$ cat src/rtl/truth_table_sweeper_pkg.sv
// Shared types and helpers for the truth-table sweeper: FSM states, row geometry,
// and the row-to-table-bit mapping (row 000 lands in the MSB).
package truth_table_pkg;

  localparam int unsigned ROWS  = 8;
  localparam int unsigned IDX_W = 3;

  typedef enum logic [1:0] {
    IDLE,
    SETTLE,
    SAMPLE,
    FINISH
  } state_t;

  function automatic logic [IDX_W-1:0] row_to_bit(input logic [IDX_W-1:0] r);
    return IDX_W'(ROWS - 1) - r;
  endfunction

endpackage

$ cat src/rtl/truth_table_sweeper_if.sv
// Control, stimulus and result signals between the sweeper and its environment.
interface truth_table_sweeper_if;
  import truth_table_pkg::*;

  logic            start;
  logic            abort;
  logic            dut_out;
  logic            in1;
  logic            in2;
  logic            in3;
  logic            busy;
  logic            done;
  logic [ROWS-1:0] table_out;
  logic            match;
  logic [ROWS-1:0] mismatch_mask;

  modport master (
    output start, abort, dut_out,
    input  in1, in2, in3, busy, done, table_out, match, mismatch_mask
  );

  modport slave (
    input  start, abort, dut_out,
    output in1, in2, in3, busy, done, table_out, match, mismatch_mask
  );

endinterface

$ cat src/rtl/truth_table_sweeper_settle_timer.sv
// Settle-window counter: clears on request, counts up while enabled, flags the last cycle.
module settle_timer #(
  parameter int unsigned SETTLE_CYCLES = 4,
  parameter int unsigned CNT_W         = 8
) (
  input  logic clk,
  input  logic rst,
  input  logic clr,
  input  logic en,
  output logic tc_c
);

  logic [CNT_W-1:0] cnt;

  always_ff @(posedge clk or posedge rst) begin
    if (rst) begin
      cnt <= '0;
    end else if (clr) begin
      cnt <= '0;
    end else if (en) begin
      cnt <= cnt + CNT_W'(1);
    end
  end

  assign tc_c = (cnt == CNT_W'(SETTLE_CYCLES - 1));

endmodule

$ cat src/rtl/truth_table_sweeper.sv
// Walks a 3-input function through all 8 rows, samples its output after a settle
// window per row, and compares the measured truth table with an expected code.
module truth_table_sweeper
  import truth_table_pkg::*;
#(
  parameter int unsigned     SETTLE_CYCLES = 4,
  parameter logic [ROWS-1:0] EXPECTED      = 8'h28,
  parameter int unsigned     CNT_W         = 8
) (
  input  logic                 clk,
  input  logic                 rst,
  truth_table_sweeper_if.slave bus
);

  state_t          state, state_d;
  logic [IDX_W-1:0] row, row_d;
  logic [IDX_W-1:0] ins, ins_d;
  logic            busy_q, busy_d;
  logic            done_q, done_d;
  logic [ROWS-1:0] tbl, tbl_d;
  logic            match_q, match_d;
  logic [ROWS-1:0] mask, mask_d;
  logic            timer_clr_c, timer_en_c, tc_c;

  settle_timer #(
    .SETTLE_CYCLES(SETTLE_CYCLES),
    .CNT_W        (CNT_W)
  ) u_timer (
    .clk (clk),
    .rst (rst),
    .clr (timer_clr_c),
    .en  (timer_en_c),
    .tc_c(tc_c)
  );

  // State and all outputs registered together.
  always_ff @(posedge clk or posedge rst) begin
    if (rst) begin
      state   <= IDLE;
      row     <= '0;
      ins     <= '0;
      busy_q  <= 1'b0;
      done_q  <= 1'b0;
      tbl     <= '0;
      match_q <= 1'b0;
      mask    <= '0;
    end else begin
      state   <= state_d;
      row     <= row_d;
      ins     <= ins_d;
      busy_q  <= busy_d;
      done_q  <= done_d;
      tbl     <= tbl_d;
      match_q <= match_d;
      mask    <= mask_d;
    end
  end

  always_comb begin
    state_d     = state;
    row_d       = row;
    ins_d       = ins;
    busy_d      = busy_q;
    done_d      = 1'b0;
    tbl_d       = tbl;
    match_d     = match_q;
    mask_d      = mask;
    timer_clr_c = 1'b1;
    timer_en_c  = 1'b0;

    case (state)
      IDLE: begin
        ins_d = '0;
        if (bus.start) begin
          state_d = SETTLE;
          row_d   = '0;
          busy_d  = 1'b1;
          tbl_d   = '0;
          match_d = 1'b0;
          mask_d  = '0;
        end
      end
      SETTLE: begin
        timer_en_c  = 1'b1;
        timer_clr_c = tc_c;
        if (tc_c) state_d = SAMPLE;
      end
      SAMPLE: begin
        tbl_d[row_to_bit(row)] = bus.dut_out;
        if (row == IDX_W'(ROWS - 1)) begin
          state_d = FINISH;
          ins_d   = '0;
          match_d = (tbl_d == EXPECTED);
          mask_d  = tbl_d ^ EXPECTED;
          done_d  = 1'b1;
        end else begin
          state_d = SETTLE;
          row_d   = row + IDX_W'(1);
          ins_d   = row_d;
        end
      end
      FINISH: begin
        state_d = IDLE;
        row_d   = '0;
        ins_d   = '0;
        busy_d  = 1'b0;
      end
      default: state_d = IDLE;
    endcase

    // Abort wins over start and over a pending sample; partial table is kept.
    if (bus.abort && (state != IDLE)) begin
      state_d     = IDLE;
      row_d       = '0;
      ins_d       = '0;
      busy_d      = 1'b0;
      done_d      = 1'b0;
      tbl_d       = tbl;
      match_d     = match_q;
      mask_d      = mask;
      timer_clr_c = 1'b1;
      timer_en_c  = 1'b0;
    end
  end

  assign {bus.in1, bus.in2, bus.in3} = ins;
  assign bus.busy          = busy_q;
  assign bus.done          = done_q;
  assign bus.table_out     = tbl;
  assign bus.match         = match_q;
  assign bus.mismatch_mask = mask;

endmodule

$ cat src/flat_wrapper.sv
// flat-port wrapper written by rule: the top's interface ports become plain ports
module truth_table_sweeper_flat import truth_table_pkg::*;
#(
  parameter int unsigned     SETTLE_CYCLES = 4,
  parameter logic [ROWS-1:0] EXPECTED      = 8'h28,
  parameter int unsigned     CNT_W         = 8
)
  (clk, rst, bus_start, bus_abort, bus_dut_out, bus_in1, bus_in2, bus_in3, bus_busy, bus_done, bus_table_out, bus_match, bus_mismatch_mask);
  truth_table_sweeper_if bus_i ();
  input  logic clk;
  input  logic rst;
  input wire logic [$bits(bus_i.start)-1:0] bus_start;
  input wire logic [$bits(bus_i.abort)-1:0] bus_abort;
  input wire logic [$bits(bus_i.dut_out)-1:0] bus_dut_out;
  output wire logic [$bits(bus_i.in1)-1:0] bus_in1;
  output wire logic [$bits(bus_i.in2)-1:0] bus_in2;
  output wire logic [$bits(bus_i.in3)-1:0] bus_in3;
  output wire logic [$bits(bus_i.busy)-1:0] bus_busy;
  output wire logic [$bits(bus_i.done)-1:0] bus_done;
  output wire logic [$bits(bus_i.table_out)-1:0] bus_table_out;
  output wire logic [$bits(bus_i.match)-1:0] bus_match;
  output wire logic [$bits(bus_i.mismatch_mask)-1:0] bus_mismatch_mask;
  assign bus_i.start = bus_start;
  assign bus_i.abort = bus_abort;
  assign bus_i.dut_out = bus_dut_out;
  assign bus_in1 = bus_i.in1;
  assign bus_in2 = bus_i.in2;
  assign bus_in3 = bus_i.in3;
  assign bus_busy = bus_i.busy;
  assign bus_done = bus_i.done;
  assign bus_table_out = bus_i.table_out;
  assign bus_match = bus_i.match;
  assign bus_mismatch_mask = bus_i.mismatch_mask;
  truth_table_sweeper #(.SETTLE_CYCLES(SETTLE_CYCLES), .EXPECTED(EXPECTED), .CNT_W(CNT_W)) u_core (.clk(clk), .rst(rst), .bus(bus_i));
endmodule
$ cat config.mk
export PLATFORM = sky130hd
export DESIGN_NAME = truth_table_sweeper_flat
export DESIGN_NICKNAME = d
export VERILOG_FILES = /design/src/rtl/truth_table_sweeper_pkg.sv /design/src/rtl/truth_table_sweeper_if.sv /design/src/rtl/truth_table_sweeper_settle_timer.sv /design/src/rtl/truth_table_sweeper.sv /design/src/flat_wrapper.sv
export SDC_FILE = /design/constraint.sdc
export NUM_CORES = 1
export LEC_CHECK = 0
export BUFFER_PORTS_ARGS = -buffer_cell sky130_fd_sc_hd__clkbuf_2
export CAP_MARGIN = 15
export CORE_ASPECT_RATIO = 1.1
export CORE_MARGIN = 2
export CORE_UTILIZATION = 57
export CTS_CLUSTER_SIZE = 25
export DETAILED_ROUTE_END_ITERATION = 10
export HOLD_SLACK_MARGIN = 0.15
export PLACE_DENSITY = 0.79
export SYNTH_ARGS = -nofsm -noshare
export SYNTH_HDL_FRONTEND = slang
export SYNTH_SLANG_ARGS = --single-unit
$ cat constraint.sdc
create_clock -name clk -period 2.1 [get_ports clk]
set_input_delay 0.105 -clock clk [delete_from_list [all_inputs] [get_ports clk]]
set_output_delay 0.105 -clock clk [all_outputs]
set_load 0.02 [all_outputs]
==> results.sh <==
export IMPL_synth_edf_count=0
export IMPL_synth_nets=212
export IMPL_fp_dieW_um=59.6
export IMPL_synthesis_area_um2=1940
export IMPL_core_rowCount=22
export IMPL_ys_seq_elements=35
export IMPL_arrival_ps=2090
export IMPL_critPathBufInv=1
export IMPL_pre_cts_ws_ps=28.6
export IMPL_dr_pass1_iters=4
export IMPL_setup_viol=0
export IMPL_cp_max_fo=8
export IMPL_fin_skew_ps=11.4
export IMPL_start_util=0.587
export IMPL_met1_length_um=1800
export IMPL_fin_hold_ws_ps=161
export IMPL_grt_pass1_vias=1469
export IMPL_final_util=0.655
export IMPL_place_inst=256
export IMPL_hold_viol=0
export IMPL_path_class="reg2reg"
export IMPL_synthTopCellsByCount="dfrtp_1, nor2_1, nand2_1"
export IMPL_cts_root_buf="clkbuf_4"
export IMPL_wl_um=3820
export IMPL_crit_chain="inv_1 -> ha_1 -> nand2b_1 -> nand2_1 -> and2_1 -> mux2_2"
export IMPL_async_flop_share=1.00
export IMPL_yosys_warnings=0
export IMPL_synth_area_top_cells="dfrtp_1, mux2_2, ha_1"
export IMPL_io_pins=27
export IMPL_ir_worst_vdd_v=0.000546
export IMPL_relSlewSlack=0.692
export IMPL_yosys_area_top_type="dfrtp_1"
export IMPL_die_h_um=65.2
export IMPL_total_power_mw=2.28
export IMPL_max_stage_delay_ps=430
export IMPL_final_cell_area_um2=2160
export IMPL_drt_iter0_markers=99
export IMPL_drc=0
export IMPL_maxUsedRoutingLayer="met4"
export IMPL_numCtsBuffers=5
export IMPL_max_freq_ghz=0.536
export IMPL_hold_start="bus_dut_out"
export IMPL_cp_end_kind="flip-flop"
export IMPL_routed_via_count=1557
export IMPL_rsz0062_at_grt="no"
export IMPL_antenna_found_initial=0
export IMPL_synth_most_common_cell="dfrtp_1"
export IMPL_met2_length_um=1790
export IMPL_drv_cap=0
export IMPL_clockBufferDepth=2
export IMPL_fin_ws_ps=234
export IMPL_finalCritPeriodShare=0.889
export IMPL_antenna_cells=0
export IMPL_syn_area_per_cell_um2=9.75
export IMPL_p_leak_nw=1.06
export IMPL_grt_max_degree=36
export IMPL_fin_setup_tns_ps=0
export IMPL_yosysUniqueCellTypes=41
export IMPL_grtUsageTotal=0.229
export IMPL_netlist_area_leader_share=0.452
export IMPL_r2r_start="u_core.state[1]$_DFFE_PP0P_"
export IMPL_crit_path_start="u_core.state[1]$_DFFE_PP0P_"
export IMPL_grt_ovfl_total=0
export IMPL_clk_latency_ps=340
export IMPL_area_delta_synth_final_pct=11.5
export IMPL_die_area_um2=3890
export IMPL_maxSlewViolCount=0
export IMPL_coreArea_um2=3300
export IMPL_final_layout_size_suffix_gt1_frac=0.231
export IMPL_required_ps=2320
export IMPL_hpwl_um=2790
export IMPL_slowest_stage="dfrtp_1"
export IMPL_placed_cell_area_um2=2100
export IMPL_cp_start_kind="flip-flop"
export IMPL_ys_flop_type="dfrtp_1"
export IMPL_nNetsFinal=241
export IMPL_status="completed"
export IMPL_layout_min_cycle_time_ps=1870
export IMPL_min_path_type="in2reg"
export IMPL_via_per_inst=5.88
export IMPL_synthCells=199
export IMPL_synth_seq_area_share=0.452
export IMPL_final_cells=265
export IMPL_cts_tree="done"
export IMPL_worst_slew_pin_slew_ps=460
export IMPL_io_buffer_count=26
export IMPL_wire_per_inst_um=14.4
export IMPL_htree_levels=2
export IMPL_final_antenna_net_count=0
export IMPL_finalWeightedCongestion=0.798
export IMPL_clkTransAtPathRegs_ps=110
export IMPL_clock_sinks=35
export IMPL_wl_met3_um=189
export IMPL_grt_pass1_wl_um=6710
export IMPL_p_per_area_nw_per_um2=1050
export IMPL_critPathTopFamily="simple AND/OR/NAND/NOR gates"
-- routing by layer --
layer  vias up  GRT usage
met4         0     0.0639
met2        43      0.353
met1       746      0.320
li1        762          -
met5         -          0
met3         6     0.0610
-- where the power goes --
group	total [mW]	internal, mW	switching (mW)
Combinational	1.06	0.407	0.649
Sequential	0.876	0.781	0.0953
Clock	0.347	0.131	0.216
-- cells by family after synthesis --
group	share of synthesized area
fa+ha+maj	0.0516
mux	0.101
buf+inv	0.0581
simple gates	0.185
xor+xnor	0.0316
compound gates	0.121
flops	0.452
-- final timing paths --
path / end / slack, ps / depth (start not counted)
worst max register to register: u_core.bus.table_out[6]$_DFFE_PP0P_ / 230 / 6
min in group asynchronous: u_core.bus.mismatch_mask[2]$_DFFE_PP0P_ / 380 / 4
worst min-delay path: u_core.bus.table_out[7]$_DFFE_PP0P_ / 160 / 3
worst max-delay path: u_core.bus.table_out[6]$_DFFE_PP0P_ / 230 / 6
max in group asynchronous: u_core.state[0]$_DFFE_PP0P_ / 1400 / 4
worst min register to register: u_core.ins[1]$_DFFE_PP0P_ / 480 / 2
-- flip-flops by register name (all words and copies together), names as in the netlist --
register                  flops
u_core.bus.mismatch_mask      8
u_core.bus.busy               1
u_core.u_timer.cnt            8
u_core.bus.match              1
u_core.bus.done               1
u_core.ins                    3
u_core.row                    3
u_core.state                  2
u_core.bus.table_out          8
-- layout make-up --
class | instances | area [µm²]
Tap cell | 36 | 45.0
Clock inverter | 1 | 5.00
Multi-Input combinational cell | 140 | 957
Timing Repair Buffer | 33 | 185
Clock buffer | 7 | 45.0
Fill cell | 292 | 1140
Sequential cell | 35 | 876
Inverter | 13 | 48.8
-- layout by cell type (no fill, tap or decap), types with 3 or more instances in the layout --
cell	n
nand2b_1	4
clkbuf_4	5
nand4_1	10
nand3_1	7
mux2_2	12
buf_4	6
ha_1	8
mux2i_1	6
nor2_1	19
xor2_1	6
a22o_1	3
dfrtp_1	35
inv_1	13
o22ai_1	3
nand2_1	17
clkbuf_2	26
o21ai_0	9
a21oi_1	6
nor3_1	4
-- timing repair --
action	CTS	global route
gates resized for setup	0	1
setup endpoints to repair	0	9
hold endpoints to repair	35	0
hold buffers	1	0
buffers inserted	0	0
-- worst min-delay path, cell delays in order --
cell and delay, ps:
clkbuf_2 190, nand2_1 100, o32ai_1 70
Power figures use the tool's default switching activity.
